--- config.mk ---
export PLATFORM = sky130hd
export DESIGN_NAME = hazard_scoreboard_flat
export DESIGN_NICKNAME = d
export VERILOG_FILES = /design/src/rtl/hazard_pkg.sv /design/src/rtl/hazard_scoreboard_if.sv /design/src/rtl/hazard_fwd_match.sv /design/src/rtl/hazard_scoreboard.sv /design/src/flat_wrapper.sv
export SDC_FILE = /design/constraint.sdc
export NUM_CORES = 1
export LEC_CHECK = 0
export BUFFER_PORTS_ARGS = -buffer_cell sky130_fd_sc_hd__buf_2
export CAP_MARGIN = 20
export CORE_MARGIN = 5
export CORE_UTILIZATION = 42
export CTS_CLUSTER_SIZE = 28
export DETAILED_ROUTE_END_ITERATION = 12
export PLACE_DENSITY_LB_ADDON = 0.25
export SLEW_MARGIN = 20
export SYNTH_ARGS = -nofsm -noshare
export SYNTH_HDL_FRONTEND = slang
export SYNTH_SLANG_ARGS = --single-unit
export TNS_END_PERCENT = 20
--- constraint.sdc ---
create_clock -name clk -period 3.7 [get_ports clk]
set_input_delay 0.37 -clock clk [delete_from_list [all_inputs] [get_ports clk]]
set_output_delay 0.37 -clock clk [all_outputs]
set_load 0.01 [all_outputs]
--- src/rtl/hazard_pkg.sv ---
// Shared types for the hazard/forwarding unit: register tags and scoreboard entries.
package hazard_pkg;

    localparam int unsigned SB_TAG_W = 6;
    localparam int unsigned SB_LAT_W = 4;

    // Tag = {is_fp, idx[4:0]}; integer x0 is hardwired and never a hazard.
    typedef logic [SB_TAG_W-1:0] tag_t;

    localparam tag_t TAG_ZERO = '0;

    typedef struct packed {
        logic                valid;
        tag_t                tag;
        logic [SB_LAT_W-1:0] cnt;
    } sb_entry_t;

endpackage

--- src/rtl/hazard_scoreboard_if.sv ---
// ID-stage hazard bundle: decoded operands and pipeline destinations in, controls out.
interface hazard_scoreboard_if #(
    parameter int unsigned NUM_SRC    = 3,
    parameter int unsigned FWD_STAGES = 2,
    parameter int unsigned LAT_W      = 4,
    parameter int unsigned TAG_W      = 6,
    parameter int unsigned SEL_W      = $clog2(FWD_STAGES + 1)
);
    logic                          id_valid;
    logic [NUM_SRC*TAG_W-1:0]      id_src_tag;
    logic [NUM_SRC-1:0]            id_src_used;
    logic [TAG_W-1:0]              id_dst_tag;
    logic                          id_dst_wr;
    logic                          id_mc;
    logic [LAT_W-1:0]              id_mc_lat;
    logic [FWD_STAGES*TAG_W-1:0]   stg_tag;
    logic [FWD_STAGES-1:0]         stg_wr;
    logic                          ex_mem_read;
    logic                          branch_taken;
    logic                          cnt_clr;

    logic [NUM_SRC*SEL_W-1:0]      fwd_sel;
    logic                          stall;
    logic                          if_id_flush;
    logic                          id_ex_bubble;
    logic                          mc_busy;
    logic                          mc_wb;
    logic [TAG_W-1:0]              mc_wb_tag;
    logic [31:0]                   stall_cnt;

    modport master (
        output id_valid, id_src_tag, id_src_used, id_dst_tag, id_dst_wr, id_mc, id_mc_lat,
               stg_tag, stg_wr, ex_mem_read, branch_taken, cnt_clr,
        input  fwd_sel, stall, if_id_flush, id_ex_bubble, mc_busy, mc_wb, mc_wb_tag, stall_cnt
    );

    modport slave (
        input  id_valid, id_src_tag, id_src_used, id_dst_tag, id_dst_wr, id_mc, id_mc_lat,
               stg_tag, stg_wr, ex_mem_read, branch_taken, cnt_clr,
        output fwd_sel, stall, if_id_flush, id_ex_bubble, mc_busy, mc_wb, mc_wb_tag, stall_cnt
    );

endinterface

--- src/rtl/hazard_fwd_match.sv ---
// Per-source forward priority encoder: youngest writing stage with a matching tag wins.
module hazard_fwd_match
    import hazard_pkg::*;
#(
    parameter int unsigned FWD_STAGES = 2,
    parameter int unsigned TAG_W      = 6,
    parameter int unsigned SEL_W      = $clog2(FWD_STAGES + 1)
) (
    input  logic [TAG_W-1:0]            src_tag_i,
    input  logic                        src_used_i,
    input  logic [FWD_STAGES*TAG_W-1:0] stg_tag_i,
    input  logic [FWD_STAGES-1:0]       stg_wr_i,
    output logic [SEL_W-1:0]            sel_o,
    output logic                        ex_match_o
);

    logic [FWD_STAGES-1:0] match;

    // Raw tag match against every stage; x0 never forwards.
    always_comb begin
        match = '0;
        for (int k = 0; k < FWD_STAGES; k++) begin
            match[k] = src_used_i && stg_wr_i[k] && (src_tag_i != TAG_W'(TAG_ZERO)) &&
                       (src_tag_i == stg_tag_i[k*TAG_W +: TAG_W]);
        end
    end

    // Scan oldest to youngest so the youngest match overwrites the selection.
    always_comb begin
        sel_o = '0;
        for (int k = FWD_STAGES - 1; k >= 0; k--) begin
            if (match[k]) sel_o = SEL_W'(FWD_STAGES - k);
        end
        ex_match_o = match[0];
    end

endmodule

--- src/rtl/hazard_scoreboard.sv ---
// Hazard/forwarding unit with a fixed-latency multi-cycle scoreboard and stall counter.
module hazard_scoreboard
    import hazard_pkg::*;
#(
    parameter int unsigned NUM_SRC    = 3,
    parameter int unsigned FWD_STAGES = 2,
    parameter int unsigned MC_DEPTH   = 4,
    parameter int unsigned LAT_W      = SB_LAT_W,
    parameter int unsigned TAG_W      = SB_TAG_W,
    parameter int unsigned SEL_W      = $clog2(FWD_STAGES + 1)
) (
    input logic                clk,
    input logic                rst_n,
    hazard_scoreboard_if.slave bus
);

    sb_entry_t                sb_q [MC_DEPTH];
    sb_entry_t                sb_d [MC_DEPTH];
    logic [MC_DEPTH-1:0]      sb_retire;
    logic [MC_DEPTH-1:0]      sb_block;
    logic [NUM_SRC-1:0]       src_ex_match;
    logic [NUM_SRC*SEL_W-1:0] fwd_sel;
    logic [LAT_W:0]           lat_p1;
    logic                     raw, waw, wb_conflict, load_use, stall, issue, alloc_done;
    logic [31:0]              stall_cnt_q, stall_cnt_d;

    for (genvar i = 0; i < NUM_SRC; i++) begin : g_src
        hazard_fwd_match #(
            .FWD_STAGES(FWD_STAGES),
            .TAG_W     (TAG_W),
            .SEL_W     (SEL_W)
        ) u_match (
            .src_tag_i (bus.id_src_tag[i*TAG_W +: TAG_W]),
            .src_used_i(bus.id_src_used[i]),
            .stg_tag_i (bus.stg_tag),
            .stg_wr_i  (bus.stg_wr),
            .sel_o     (fwd_sel[i*SEL_W +: SEL_W]),
            .ex_match_o(src_ex_match[i])
        );
    end

    // Entry state: a retiring entry (cnt==1) is already on the writeback port, so it no
    // longer blocks readers, writers or the allocator.
    always_comb begin
        for (int j = 0; j < MC_DEPTH; j++) begin
            sb_retire[j] = sb_q[j].valid && (sb_q[j].cnt == SB_LAT_W'(1));
            sb_block[j]  = sb_q[j].valid && !sb_retire[j];
        end
    end

    // Hazard detection against the forwarding stages and the scoreboard.
    always_comb begin
        raw         = 1'b0;
        waw         = 1'b0;
        wb_conflict = 1'b0;
        lat_p1      = (LAT_W+1)'(bus.id_mc_lat) + (LAT_W+1)'(1);
        for (int j = 0; j < MC_DEPTH; j++) begin
            for (int i = 0; i < NUM_SRC; i++) begin
                if (bus.id_src_used[i] && sb_block[j] &&
                    (bus.id_src_tag[i*TAG_W +: TAG_W] != TAG_ZERO) &&
                    (bus.id_src_tag[i*TAG_W +: TAG_W] == sb_q[j].tag)) begin
                    raw = 1'b1;
                end
            end
            if (bus.id_dst_wr && sb_block[j] && (bus.id_dst_tag != TAG_ZERO) &&
                (bus.id_dst_tag == sb_q[j].tag)) begin
                waw = 1'b1;
            end
            // A new op of latency L retires with an entry currently at L+1.
            if (sb_q[j].valid && ((LAT_W+1)'(sb_q[j].cnt) == lat_p1)) wb_conflict = 1'b1;
        end
        load_use = bus.ex_mem_read && (|src_ex_match);
        stall    = bus.id_valid &&
                   (load_use || raw || waw || (bus.id_mc && ((&sb_block) || wb_conflict)));
        issue    = bus.id_valid && bus.id_mc && !stall && !bus.branch_taken;
    end

    // Scoreboard next state: age live entries, then allocate the lowest free slot.
    always_comb begin
        alloc_done = 1'b0;
        for (int j = 0; j < MC_DEPTH; j++) begin
            sb_d[j] = sb_q[j];
            if (sb_retire[j]) begin
                sb_d[j].valid = 1'b0;
            end else if (sb_q[j].valid) begin
                sb_d[j].cnt = sb_q[j].cnt - SB_LAT_W'(1);
            end
        end
        for (int j = 0; j < MC_DEPTH; j++) begin
            if (issue && !alloc_done && !sb_d[j].valid) begin
                sb_d[j].valid = 1'b1;
                sb_d[j].tag   = bus.id_dst_tag;
                sb_d[j].cnt   = bus.id_mc_lat;
                alloc_done    = 1'b1;
            end
        end
    end

    // Saturating stall counter; clear has priority.
    always_comb begin
        stall_cnt_d = stall_cnt_q;
        if (bus.cnt_clr) begin
            stall_cnt_d = '0;
        end else if (stall && (stall_cnt_q != '1)) begin
            stall_cnt_d = stall_cnt_q + 32'd1;
        end
    end

    // State registers.
    always_ff @(posedge clk or negedge rst_n) begin
        if (!rst_n) begin
            for (int j = 0; j < MC_DEPTH; j++) sb_q[j] <= '0;
            stall_cnt_q <= '0;
        end else begin
            sb_q        <= sb_d;
            stall_cnt_q <= stall_cnt_d;
        end
    end

    // Writeback port and status outputs; at most one entry retires per cycle.
    always_comb begin
        bus.mc_wb     = 1'b0;
        bus.mc_wb_tag = '0;
        bus.mc_busy   = 1'b0;
        for (int j = 0; j < MC_DEPTH; j++) begin
            bus.mc_busy = bus.mc_busy || sb_q[j].valid;
            if (sb_retire[j]) begin
                bus.mc_wb     = 1'b1;
                bus.mc_wb_tag = sb_q[j].tag;
            end
        end
        bus.fwd_sel      = fwd_sel;
        bus.stall        = stall;
        bus.if_id_flush  = bus.branch_taken;
        bus.id_ex_bubble = bus.branch_taken || stall;
        bus.stall_cnt    = stall_cnt_q;
    end

endmodule

--- src/flat_wrapper.sv ---
// flat-port wrapper written by rule: the top's interface ports become plain ports
module hazard_scoreboard_flat import hazard_pkg::*;
#(
    parameter int unsigned NUM_SRC    = 3,
    parameter int unsigned FWD_STAGES = 2,
    parameter int unsigned MC_DEPTH   = 4,
    parameter int unsigned LAT_W      = SB_LAT_W,
    parameter int unsigned TAG_W      = SB_TAG_W,
    parameter int unsigned SEL_W      = $clog2(FWD_STAGES + 1)
)
  (clk, rst_n, bus_id_valid, bus_id_src_tag, bus_id_src_used, bus_id_dst_tag, bus_id_dst_wr, bus_id_mc, bus_id_mc_lat, bus_stg_tag, bus_stg_wr, bus_ex_mem_read, bus_branch_taken, bus_cnt_clr, bus_fwd_sel, bus_stall, bus_if_id_flush, bus_id_ex_bubble, bus_mc_busy, bus_mc_wb, bus_mc_wb_tag, bus_stall_cnt);
  hazard_scoreboard_if #(.NUM_SRC(NUM_SRC), .FWD_STAGES(FWD_STAGES), .LAT_W(LAT_W), .TAG_W(TAG_W), .SEL_W(SEL_W)) bus_i ();
  input logic clk;
  input logic rst_n;
  input wire logic [$bits(bus_i.id_valid)-1:0] bus_id_valid;
  input wire logic [$bits(bus_i.id_src_tag)-1:0] bus_id_src_tag;
  input wire logic [$bits(bus_i.id_src_used)-1:0] bus_id_src_used;
  input wire logic [$bits(bus_i.id_dst_tag)-1:0] bus_id_dst_tag;
  input wire logic [$bits(bus_i.id_dst_wr)-1:0] bus_id_dst_wr;
  input wire logic [$bits(bus_i.id_mc)-1:0] bus_id_mc;
  input wire logic [$bits(bus_i.id_mc_lat)-1:0] bus_id_mc_lat;
  input wire logic [$bits(bus_i.stg_tag)-1:0] bus_stg_tag;
  input wire logic [$bits(bus_i.stg_wr)-1:0] bus_stg_wr;
  input wire logic [$bits(bus_i.ex_mem_read)-1:0] bus_ex_mem_read;
  input wire logic [$bits(bus_i.branch_taken)-1:0] bus_branch_taken;
  input wire logic [$bits(bus_i.cnt_clr)-1:0] bus_cnt_clr;
  output wire logic [$bits(bus_i.fwd_sel)-1:0] bus_fwd_sel;
  output wire logic [$bits(bus_i.stall)-1:0] bus_stall;
  output wire logic [$bits(bus_i.if_id_flush)-1:0] bus_if_id_flush;
  output wire logic [$bits(bus_i.id_ex_bubble)-1:0] bus_id_ex_bubble;
  output wire logic [$bits(bus_i.mc_busy)-1:0] bus_mc_busy;
  output wire logic [$bits(bus_i.mc_wb)-1:0] bus_mc_wb;
  output wire logic [$bits(bus_i.mc_wb_tag)-1:0] bus_mc_wb_tag;
  output wire logic [$bits(bus_i.stall_cnt)-1:0] bus_stall_cnt;
  assign bus_i.id_valid = bus_id_valid;
  assign bus_i.id_src_tag = bus_id_src_tag;
  assign bus_i.id_src_used = bus_id_src_used;
  assign bus_i.id_dst_tag = bus_id_dst_tag;
  assign bus_i.id_dst_wr = bus_id_dst_wr;
  assign bus_i.id_mc = bus_id_mc;
  assign bus_i.id_mc_lat = bus_id_mc_lat;
  assign bus_i.stg_tag = bus_stg_tag;
  assign bus_i.stg_wr = bus_stg_wr;
  assign bus_i.ex_mem_read = bus_ex_mem_read;
  assign bus_i.branch_taken = bus_branch_taken;
  assign bus_i.cnt_clr = bus_cnt_clr;
  assign bus_fwd_sel = bus_i.fwd_sel;
  assign bus_stall = bus_i.stall;
  assign bus_if_id_flush = bus_i.if_id_flush;
  assign bus_id_ex_bubble = bus_i.id_ex_bubble;
  assign bus_mc_busy = bus_i.mc_busy;
  assign bus_mc_wb = bus_i.mc_wb;
  assign bus_mc_wb_tag = bus_i.mc_wb_tag;
  assign bus_stall_cnt = bus_i.stall_cnt;
  hazard_scoreboard #(.NUM_SRC(NUM_SRC), .FWD_STAGES(FWD_STAGES), .MC_DEPTH(MC_DEPTH), .LAT_W(LAT_W), .TAG_W(TAG_W), .SEL_W(SEL_W)) u_core (.clk(clk), .rst_n(rst_n), .bus(bus_i));
endmodule
Word level (Yosys, flattened, before mapping)
Index checks and enable logic that the tools add are counted.
{"block": "totals", "inputBits": 53, "register_bits": 76, "out_inout_bits": 49, "elab_cells": 237}
{"block": "classes", "addsub": 6, "n_eq_ne": 35, "reduce_logical": 128, "n_mux": 55}
{"op": "== test 6 bit", "n": 22}
{"op": "logical AND 1 bit", "n": 92}
{"op": "2-to-1 mux 32 bit", "n": 2}
{"op": "2-to-1 mux 11 bit", "n": 4}
{"op": "2-to-1 mux 1 bit", "n": 34}
{"op": "adder 32 x 1 -> 32 bit, second input constant", "n": 1}
{"op": "2-to-1 mux 4 bit", "n": 8}
{"op": "!= test 32 bit, second input constant", "n": 1}
{"op": "2-to-1 mux 6 bit", "n": 4}
{"op": "nonzero test 6 bit", "n": 4}
{"op": "== test 4 x 5 -> 1 bit", "n": 4}
{"op": "== test 4 x 1 -> 1 bit, second input constant", "n": 4}
{"op": "subtractor 4 x 1 -> 4 bit, second input constant", "n": 4}
{"op": "logical NOT 1 bit", "n": 13}
{"op": "nonzero test 2 bit", "n": 5}
{"op": "logical OR 1 bit", "n": 8}
{"op": "!= test 2 bit, second input constant", "n": 4}
{"op": "AND reduction 2 bit", "n": 4}
{"op": "2-to-1 mux 2 bit", "n": 3}
{"op": "adder 4 x 1 -> 5 bit, second input constant", "n": 1}
{"op": "AND reduction 4 bit", "n": 1}
{"op": "OR reduction 3 bit", "n": 1}

Longest topological paths before layout
Gate-level depths: netlist of the first run.
{"block": "depth", "word_depth": 41, "ltp_mapped": 13, "ltp_nobuf": 10}

Cells and area by module
Synthesis of the first run repeated with hierarchy kept, for this count alone.
{"block": "unflattened", "cells_unflattened": 734, "area_unflattened_um2": 6476.2}
{"module": "hazard_scoreboard", "area_per_inst_um2": 5977.0, "cells_each": 671, "instances": 1, "seq_area_each_um2": 1901.8}
{"module": "hazard_fwd_match", "area_per_inst_um2": 166.4, "cells_each": 21, "instances": 3, "seq_area_each_um2": 0.0}

Least setup slack after synthesis of the first run
OpenSTA, ideal clock, no wires.
{"block": "synth_timing", "kind": "register -> output", "from": "reg u_core.sb_q[23] in the netlist's numbering", "to": "out bus_id_ex_bubble", "path_buffers": 3, "arrival_ps": 2615, "slack_ps": 715, "t_required_ps": 3330, "path_stages_with_launch": 14, "cell_sequence": "dfrtp_1 -> inv_1 -> ha_1 -> nor3b_1 -> nand2b_1 -> buf_2 -> nor3_1 -> a221oi_1 -> o221a_2 -> o2111a_2 -> buf_6 -> buf_2 -> nor2_1 -> or2_2"}
{"block": "synth_between", "elab_chain_cells": 21, "elab_cells_between_ends": 41, "classes_between": "eq/ne (2); mux (15); reduce/logical (24)"}
{"element": "start: declaration", "line_no": "hazard_scoreboard.sv:17", "source": "sb_entry_t sb_q [MC_DEPTH];"}
{"element": "start signal: assignment", "line_no": "hazard_scoreboard.sv:115", "source": "sb_q <= sb_d;"}
{"element": "== test 4 x 1 -> 1 bit", "line_no": "hazard_scoreboard.sv:46", "source": "sb_retire[j] = sb_q[j].valid && (sb_q[j].cnt == SB_LAT_W'(1));"}
{"element": "logical AND 1 bit", "line_no": "hazard_scoreboard.sv:46"}
{"element": "logical NOT 1 bit", "line_no": "hazard_scoreboard.sv:47", "source": "sb_block[j] = sb_q[j].valid && !sb_retire[j];"}
{"element": "logical AND 1 bit", "line_no": "hazard_scoreboard.sv:47"}
{"element": "logical AND 1 bit (2 in a row)", "line_no": "hazard_scoreboard.sv:59", "source": "if (bus.id_src_used[i] && sb_block[j] &&"}
{"element": "logical AND 1 bit", "line_no": "hazard_scoreboard.sv:60", "source": "(bus.id_src_tag[i*TAG_W +: TAG_W] != TAG_ZERO) &&"}
{"element": "2-to-1 mux 1 bit (9 in a row)", "line_no": "hazard_scoreboard.sv:59"}
{"element": "logical OR 1 bit (2 in a row)", "line_no": "hazard_scoreboard.sv:74", "source": "(load_use || raw || waw || (bus.id_mc && ((&sb_block) || wb_conflict)));"}
{"element": "logical OR 1 bit (*)", "line_no": "hazard_scoreboard.sv:74"}
{"element": "logical AND 1 bit (*)", "line_no": "hazard_scoreboard.sv:73", "source": "stall = bus.id_valid &&"}
{"element": "via bus_stall", "line_no": "flat_wrapper.sv:28", "source": "output wire logic [$bits(bus_i.stall)-1:0] bus_stall;"}
{"element": "logical OR 1 bit (*)", "line_no": "hazard_scoreboard.sv:135", "source": "bus.id_ex_bubble = bus.branch_taken || stall;"}
{"element": "end: declaration", "line_no": "flat_wrapper.sv:30", "source": "output wire logic [$bits(bus_i.id_ex_bubble)-1:0] bus_id_ex_bubble;"}
The timed path passes the listed nets; every way through them passes the cells marked *.

Final worst setup path of the first run
{"block": "layout_timing", "from": "reg u_core.sb_q[12] in the netlist's numbering", "to": "out bus_id_ex_bubble"}
{"block": "layout_between", "elab_chain_cells": 18, "elab_cells_between_ends": 36, "classes_between": "eq/ne (2); mux (10); reduce/logical (24)"}
{"element": "== test 4 x 1 -> 1 bit", "line_no": "hazard_scoreboard.sv:46"}
{"element": "logical AND 1 bit", "line_no": "hazard_scoreboard.sv:46"}
{"element": "logical NOT 1 bit", "line_no": "hazard_scoreboard.sv:47"}
{"element": "logical AND 1 bit", "line_no": "hazard_scoreboard.sv:47"}
{"element": "logical AND 1 bit (2 in a row)", "line_no": "hazard_scoreboard.sv:59"}
{"element": "logical AND 1 bit", "line_no": "hazard_scoreboard.sv:60"}
{"element": "2-to-1 mux 1 bit (6 in a row)", "line_no": "hazard_scoreboard.sv:59"}
{"element": "logical OR 1 bit (2 in a row)", "line_no": "hazard_scoreboard.sv:74"}
{"element": "logical OR 1 bit (*)", "line_no": "hazard_scoreboard.sv:74"}
{"element": "logical AND 1 bit (*)", "line_no": "hazard_scoreboard.sv:73"}
{"element": "logical OR 1 bit (*)", "line_no": "hazard_scoreboard.sv:135"}
Mark *: on every way between the ends. The rest lies on a longest branch, timed or not.

==> results.json, run 1 <==
{
  "cp_num_buf_inv": 2,
  "hold_viol": 0,
  "cts.repair.resized": 0,
  "fmax_ghz": 0.287,
  "maxCapViolCount": 0,
  "grt_pass1_wl_um": 31400,
  "numCtsBuffers": 9,
  "dpl.hpwl_um": 14100,
  "ant_nets": 0,
  "r2r_setup_slack_ps": 430,
  "arrival_ps": 3110,
  "worst-path-max-fanout": 9,
  "critPathSlowestCell": "dfrtp_1",
  "syn2layout_area_growth_pct": 11.5,
  "register_area_um2": 1900,
  "cp-start-kind": "flip-flop",
  "initial_core_util_pct": 42.6,
  "layout-drive-gt1-share_pct": 20.5,
  "root_buffer": "clkbuf_16",
  "tritoncts_num_sinks": 76,
  "cts_tree": "done",
  "internal_power_mw": 2.48,
  "post_drt_via_cell_ratio": 5.99,
  "multi_input_area_um2": 4110,
  "skew_ps": 6.20,
  "crit_path_frequent_cell": "nor4_1",
  "slowest_delay_ps": 410,
  "p_sw_share_pct": 42.8,
  "drtIter0Drc": 469,
  "final_nets": 837,
  "pwr-share-seq_pct": 36.6,
  "finalSetupViolCount": 0,
  "ys_async_sr_fraction_pct": 100,
  "first_global_vias": 5830,
  "die_h_um": 134,
  "relSlewSlack_pct": 51.6,
  "path_cells": "inv_1, ha_1, nor3b_1, nand2b_2, nor4_1, nor4_1, o221a_2, o2111a_2, nor2_1, or2_2, buf_2",
  "syn_nets": 802,
  "netlist.area_leader.share_pct": 29.5,
  "rows": 45,
  "netSwitchingPower_mw": 1.86,
  "p_clk_share_pct": 19.8,
  "grt_usage_pct": 21.8,
  "grt_max_degree": 77,
  "rsz0062_at_grt": "no",
  "p_per_area_nw_per_um2": 603,
  "io_buffers": 101,
  "yosysSeqAreaShare_pct": 29.5,
  "p_leak_nw": 2.92,
  "drt-pass1-iter-count": 5,
  "core_um2": 15100,
  "layout.cells.non_filler": 968,
  "hold_path.class": "in2async",
  "antenna_found_initial": 3,
  "routabilityCongestion": 0.981,
  "path_clk_slew_ps": 60,
  "setup_tns_ps": 0,
  "die_area_um2": 18000,
  "fin_hold_ws_ps": 58.0,
  "num_vias": 5800,
  "critPathKind": "reg2out",
  "cts_buffer_depth": 2,
  "synth_ff_type": "dfrtp_1",
  "dpl.cell_count": 951,
  "combPwrFrac_pct": 43.6,
  "final_cell_mix": "100 x buf_2, 97 x xnor2_1, 76 x dfrtp_1, 49 x xor2_1, 38 x a21oi_1",
  "ys_ff_latch": 76,
  "post-route-drc-count": 0,
  "finalWirelength_um": 19300,
  "ios": 102,
  "fin_crit_ps": 3480,
  "cts_hold_buffers": 0,
  "vdd_drop_max_mv": 0.327,
  "synth.area.top_cells": "dfrtp_1 29%, xnor2_1 13%, xor2_1 6.6%",
  "drt-wirelength-per-cell_um": 19.9,
  "synth_edf_count": 0,
  "critPathTopFamily": "simple AND/OR/NAND/NOR gates",
  "worst_pin_slew_ps": 726,
  "syn_area_um2": 6460,
  "cts_setup_buffers": 0,
  "status": "completed",
  "final_common_cell": "buf_2",
  "die_x_um": 134,
  "r2r_start": "u_core.sb_q[22]",
  "yosys_warnings": 0,
  "avgSynthCellArea_um2": 8.74,
  "finalMaxSlewViolations": 0,
  "clkLatencyLatePin_ps": 350,
  "grt_overflow_total": 0,
  "critPathCaptureType": "output port",
  "synth_cell_types": 61,
  "netlist_instances": 739,
  "htree_levels": 3,
  "fillers": 1461,
  "startpoint": "u_core.sb_q[12]",
  "yosys.area.top_type": "dfrtp_1",
  "required_ps": 3330,
  "period_share_pct": 94.1
}
[per-stage QoR]
stage / instance area (µm²) / total power [mW] / worst slack (ps) / utilization [%]
after floorplan: 6460 / 3.02 / 715 / -
after global placement: 6900 / 3.41 / 466 / 45.6
after detailed placement: 6900 / 3.47 / 369 / 45.6
after CTS: 7190 / 4.35 / 57.5 / 47.5
after global routing: 7200 / 4.65 / 5.98 / 47.6
final: 7200 / 4.34 / 219 / 47.6
[power by group through the flow]
stage	combinational (mW)	sequential [mW]	clock [mW]
2_1_floorplan	1.80	1.21	0
3_3_place_gp	1.82	1.58	0
3_5_place_dp	1.88	1.59	0
4_1_cts	1.89	1.58	0.882
5_1_grt	2.10	1.63	0.920
6_report	1.89	1.59	0.859
[Yosys cell counts (all sizes together) (7+ instances only)]
library cell,n
nor4,26
clkbuf,54
nand2,33
or3,7
ha,10
and2,9
xnor2,97
nand3,29
nand4,32
buf,32
o21ai,17
or4,27
nor2,35
mux2,30
dfrtp,76
a21oi,38
xor2,49
a22oi,7
nor3,12
inv,16
o31ai,26
nor2b,11
[area by class of cell]
type                       instances  area share [%]
clock buffer                      11            3.51
clock inverter                     5           0.486
multi-input combinational        561            57.1
sequential                        76            26.4
timing repair buffer             110            8.39
tap                              188            3.27
inverter                          16           0.834
antenna                            1          0.0347
[worst register-to-register path: cells and delay by family, from the launching register on]
kind / cells / cell delay [ps]
buffers and inverters: 2 / 370
multiplexers: 1 / 370
adder cells (fa/ha/maj): 1 / 240
AO/OA/AOI/OAI: 1 / 290
AND/OR/NAND/NOR: 6 / 1430
flip-flops: 1 / 440
[logic make-up after synthesis]
logic type / Yosys count / synth area share [%]
mux: 33 / 5.70
fa+ha+maj: 10 / 1.94
xor+xnor: 151 / 21.5
buf+inv: 102 / 7.01
compound gates: 117 / 12.1
simple gates: 250 / 22.3
flops: 76 / 29.5
[routing by layer]
metal | track usage (%) | wire (µm) | up-vias | share of wire (%)
met3 | 5.70 | 1470 | 40 | 7.6
met5 | 0 | 27 | - | 0.14
met1 | 29.5 | 8420 | 2823 | 44
li1 | - | - | 2716 | -
met4 | 6.86 | 434 | 4 | 2.3
met2 | 34.3 | 8920 | 217 | 46
[state kept, by name, summed over array words and instances, names as in the netlist]
register	count
u_core.bus.stall_cnt	32
u_core.sb_q	44
[worst paths after layout]
kind	end	cells after the start
worst max-delay path	bus_id_ex_bubble	11
worst min-delay path	u_core.sb_q[13]	1
worst max register to register	u_core.bus.stall_cnt[0]	11
worst min register to register	u_core.bus.stall_cnt[8]	2
max in group asynchronous	u_core.sb_q[30]	1
min in group clk	u_core.sb_q[13]	2
Power figures use the tool's default switching activity.
==> run 2, diff against run 1 <==
Settings changed: BUFFER_PORTS_ARGS -buffer_cell sky130_fd_sc_hd__buf_2 to unset, CORE_UTILIZATION 42 to 25, DONT_BUFFER_PORTS set to 1.
Clock period 3.7 ns to 4.25 ns, I/O delays scaled along.
==> run 2 against run 1 <==
Count of clock-buffer cells in the layout is 1 higher. Global-route usage shrank 7.7 points. Flip-flop and latch count did not move. Sequential power shrank 12%. Critical endpoint unchanged. Largest cell class unchanged.
==> results.json, run 2 (synthesis results as in run 1) <==
{
  "fin_crit_ps": 3960,
  "io_buffers": 0,
  "cp.depth": 11,
  "critPathTopFamily": "simple AND/OR/NAND/NOR gates",
  "setup_tns_ps": 0,
  "critPathSlowestCell": "buf_4",
  "die_h_um": 171,
  "path_clk_slew_ps": 60,
  "ios": 102,
  "final_nets": 736,
  "drt-wirelength-per-cell_um": 20.4,
  "final_common_cell": "xnor2_1",
  "grt_max_degree": 77,
  "reg2reg_depth": 10,
  "p_leak_nw": 2.44,
  "ant_nets": 0,
  "placed_cell_area_um2": 6530,
  "critPathCaptureType": "output port",
  "top_register": "u_core.sb_q",
  "drtIter0Drc": 413,
  "fmax_ghz": 0.253,
  "cp-start-kind": "flip-flop",
  "grt_use_met3_pct": 2.89,
  "layout.cells.non_filler": 1008,
  "rows": 58,
  "clkLatencyLatePin_ps": 340,
  "worst_pin_slew_ps": 888,
  "fillers": 2695,
  "vdd_drop_max_mv": 0.235,
  "rsz0062_at_grt": "no",
  "finalMaxSlewViolations": 0,
  "fin_hold_ws_ps": 140,
  "initial_core_util_pct": 25.5,
  "critPathKind": "reg2out",
  "grt_pass1_wl_um": 32200,
  "antenna_found_initial": 0,
  "cts_buffer_depth": 2,
  "die_x_um": 171,
  "slowest_delay_ps": 430,
  "period_share_pct": 93.1,
  "cts_tree": "done",
  "layout-drive-gt1-share_pct": 7.68,
  "crit_path_frequent_cell": "nor4_1",
  "path_cells": "inv_1, ha_1, nor3b_1, nand2b_1, nor4_1, nor4_1, o221a_2, o2111a_2, buf_4, nor2_1, or2_2",
  "die_area_um2": 29100,
  "status": "completed",
  "required_ps": 3830,
  "drt-pass1-iter-count": 4,
  "dpl.cell_count": 990,
  "tritoncts_num_sinks": 76,
  "post_drt_via_cell_ratio": 5.19,
  "dpl.hpwl_um": 15200,
  "grt_usage_pct": 14.1,
  "grt_use_met1_pct": 19.1,
  "worst-path-max-fanout": 57,
  "maxCapViolCount": 0,
  "first_global_vias": 5094,
  "r2r_setup_slack_ps": 650,
  "use_met2_pct": 22.7,
  "root_buffer": "clkbuf_16",
  "hold_viol": 0,
  "grt_overflow_total": 0,
  "p_per_area_nw_per_um2": 527,
  "finalSetupViolCount": 0,
  "routabilityCongestion": 0.842,
  "busiest_layer": "met2",
  "post-route-drc-count": 0,
  "htree_levels": 3,
  "cp_num_buf_inv": 2,
  "syn2layout_area_growth_pct": 5.68,
  "arrival_ps": 3530,
  "finalWirelength_um": 20600,
  "hold_path.class": "in2reg",
  "final_area_um2": 6820,
  "cts.repair.resized": 0,
  "num_vias": 5234,
  "numCtsBuffers": 9,
  "final_cell_mix": "97 x xnor2_1, 76 x dfrtp_1, 49 x xor2_1, 38 x a21oi_1",
  "relSlewSlack_pct": 39.3,
  "hold_depth": 1,
  "largest_reg_flops": 44,
  "skew_ps": 8.92,
  "core_um2": 25300
}
## run 2: cell types whose count changed in the layout (fill, tap and decap cells not counted), moves of 2 or more
cell / previous run / this run
buf_12: 2 / 0
buf_2: 100 / 0
clkbuf_1: 0 / 3
clkbuf_8: 2 / 0
nand2b_1: 4 / 6
nand2b_2: 2 / 0
## run 2: through the flow
stage | power, mW | utilization, % | worst slack [ps]
global route | 3.87 | 26.9 | 36.4
finish | 3.60 | 26.9 | 294
detailed placement | 2.90 | 25.8 | 678
global placement | 2.90 | 25.8 | 805
CTS | 3.62 | 26.9 | 302
floorplan | 2.63 | - | 1210
## run 2: cell type report
class	instances	area, µm²	share of cell area (%)
multi-input combinational	561	4110	60.2
sequential	76	1900	27.9
tap	330	413	6.05
clock buffer	12	236	3.47
timing repair buffer	9	90.1	1.32
inverter	16	60.1	0.880
clock inverter	3	15.0	0.220
antenna	1	2.50	0.0367
## run 2: layer usage
metal  wire length [µm]  share of wire [%]
met4                354                1.7
met5                  0                  0
met3               1080                5.2
met1               9260                 45
met2               9920                 48
## run 2: worst register-to-register path, cell delays in order (launching register included)
cell,delay [ps]
dfrtp_1,400
inv_1,110
ha_1,170
nor3b_1,270
nand2b_1,420
nor4_1,140
nor4_1,320
o221a_2,260
and4_1,490
and2_1,500
mux2_2,390
## run 2: report_power, final
group / internal [mW] / switching (mW) / total (mW)
logic: 0.745 / 0.760 / 1.50
registers: 0.927 / 0.472 / 1.40
clock network: 0.390 / 0.305 / 0.695
total: 2.06 / 1.54 / 3.60
## run 2: repair_timing
action | CTS | global route
hold buffers | 2 | 0
buffers inserted | 0 | 0
endpoints found under the hold margin | 76 | 0
## run 2: path summary, 6_finish.rpt
| path | startpoint | to |
|---|---|---|
| worst max-delay path | u_core.sb_q[12] | bus_id_ex_bubble |
| worst min-delay path | bus_cnt_clr | u_core.bus.stall_cnt[20] |
| worst max register to register | u_core.sb_q[12] | u_core.sb_q[8] |
| worst min register to register | u_core.sb_q[22] | u_core.sb_q[22] |
| max in group asynchronous | rst_n | u_core.sb_q[31] |
| min in group asynchronous | rst_n | u_core.bus.stall_cnt[21] |
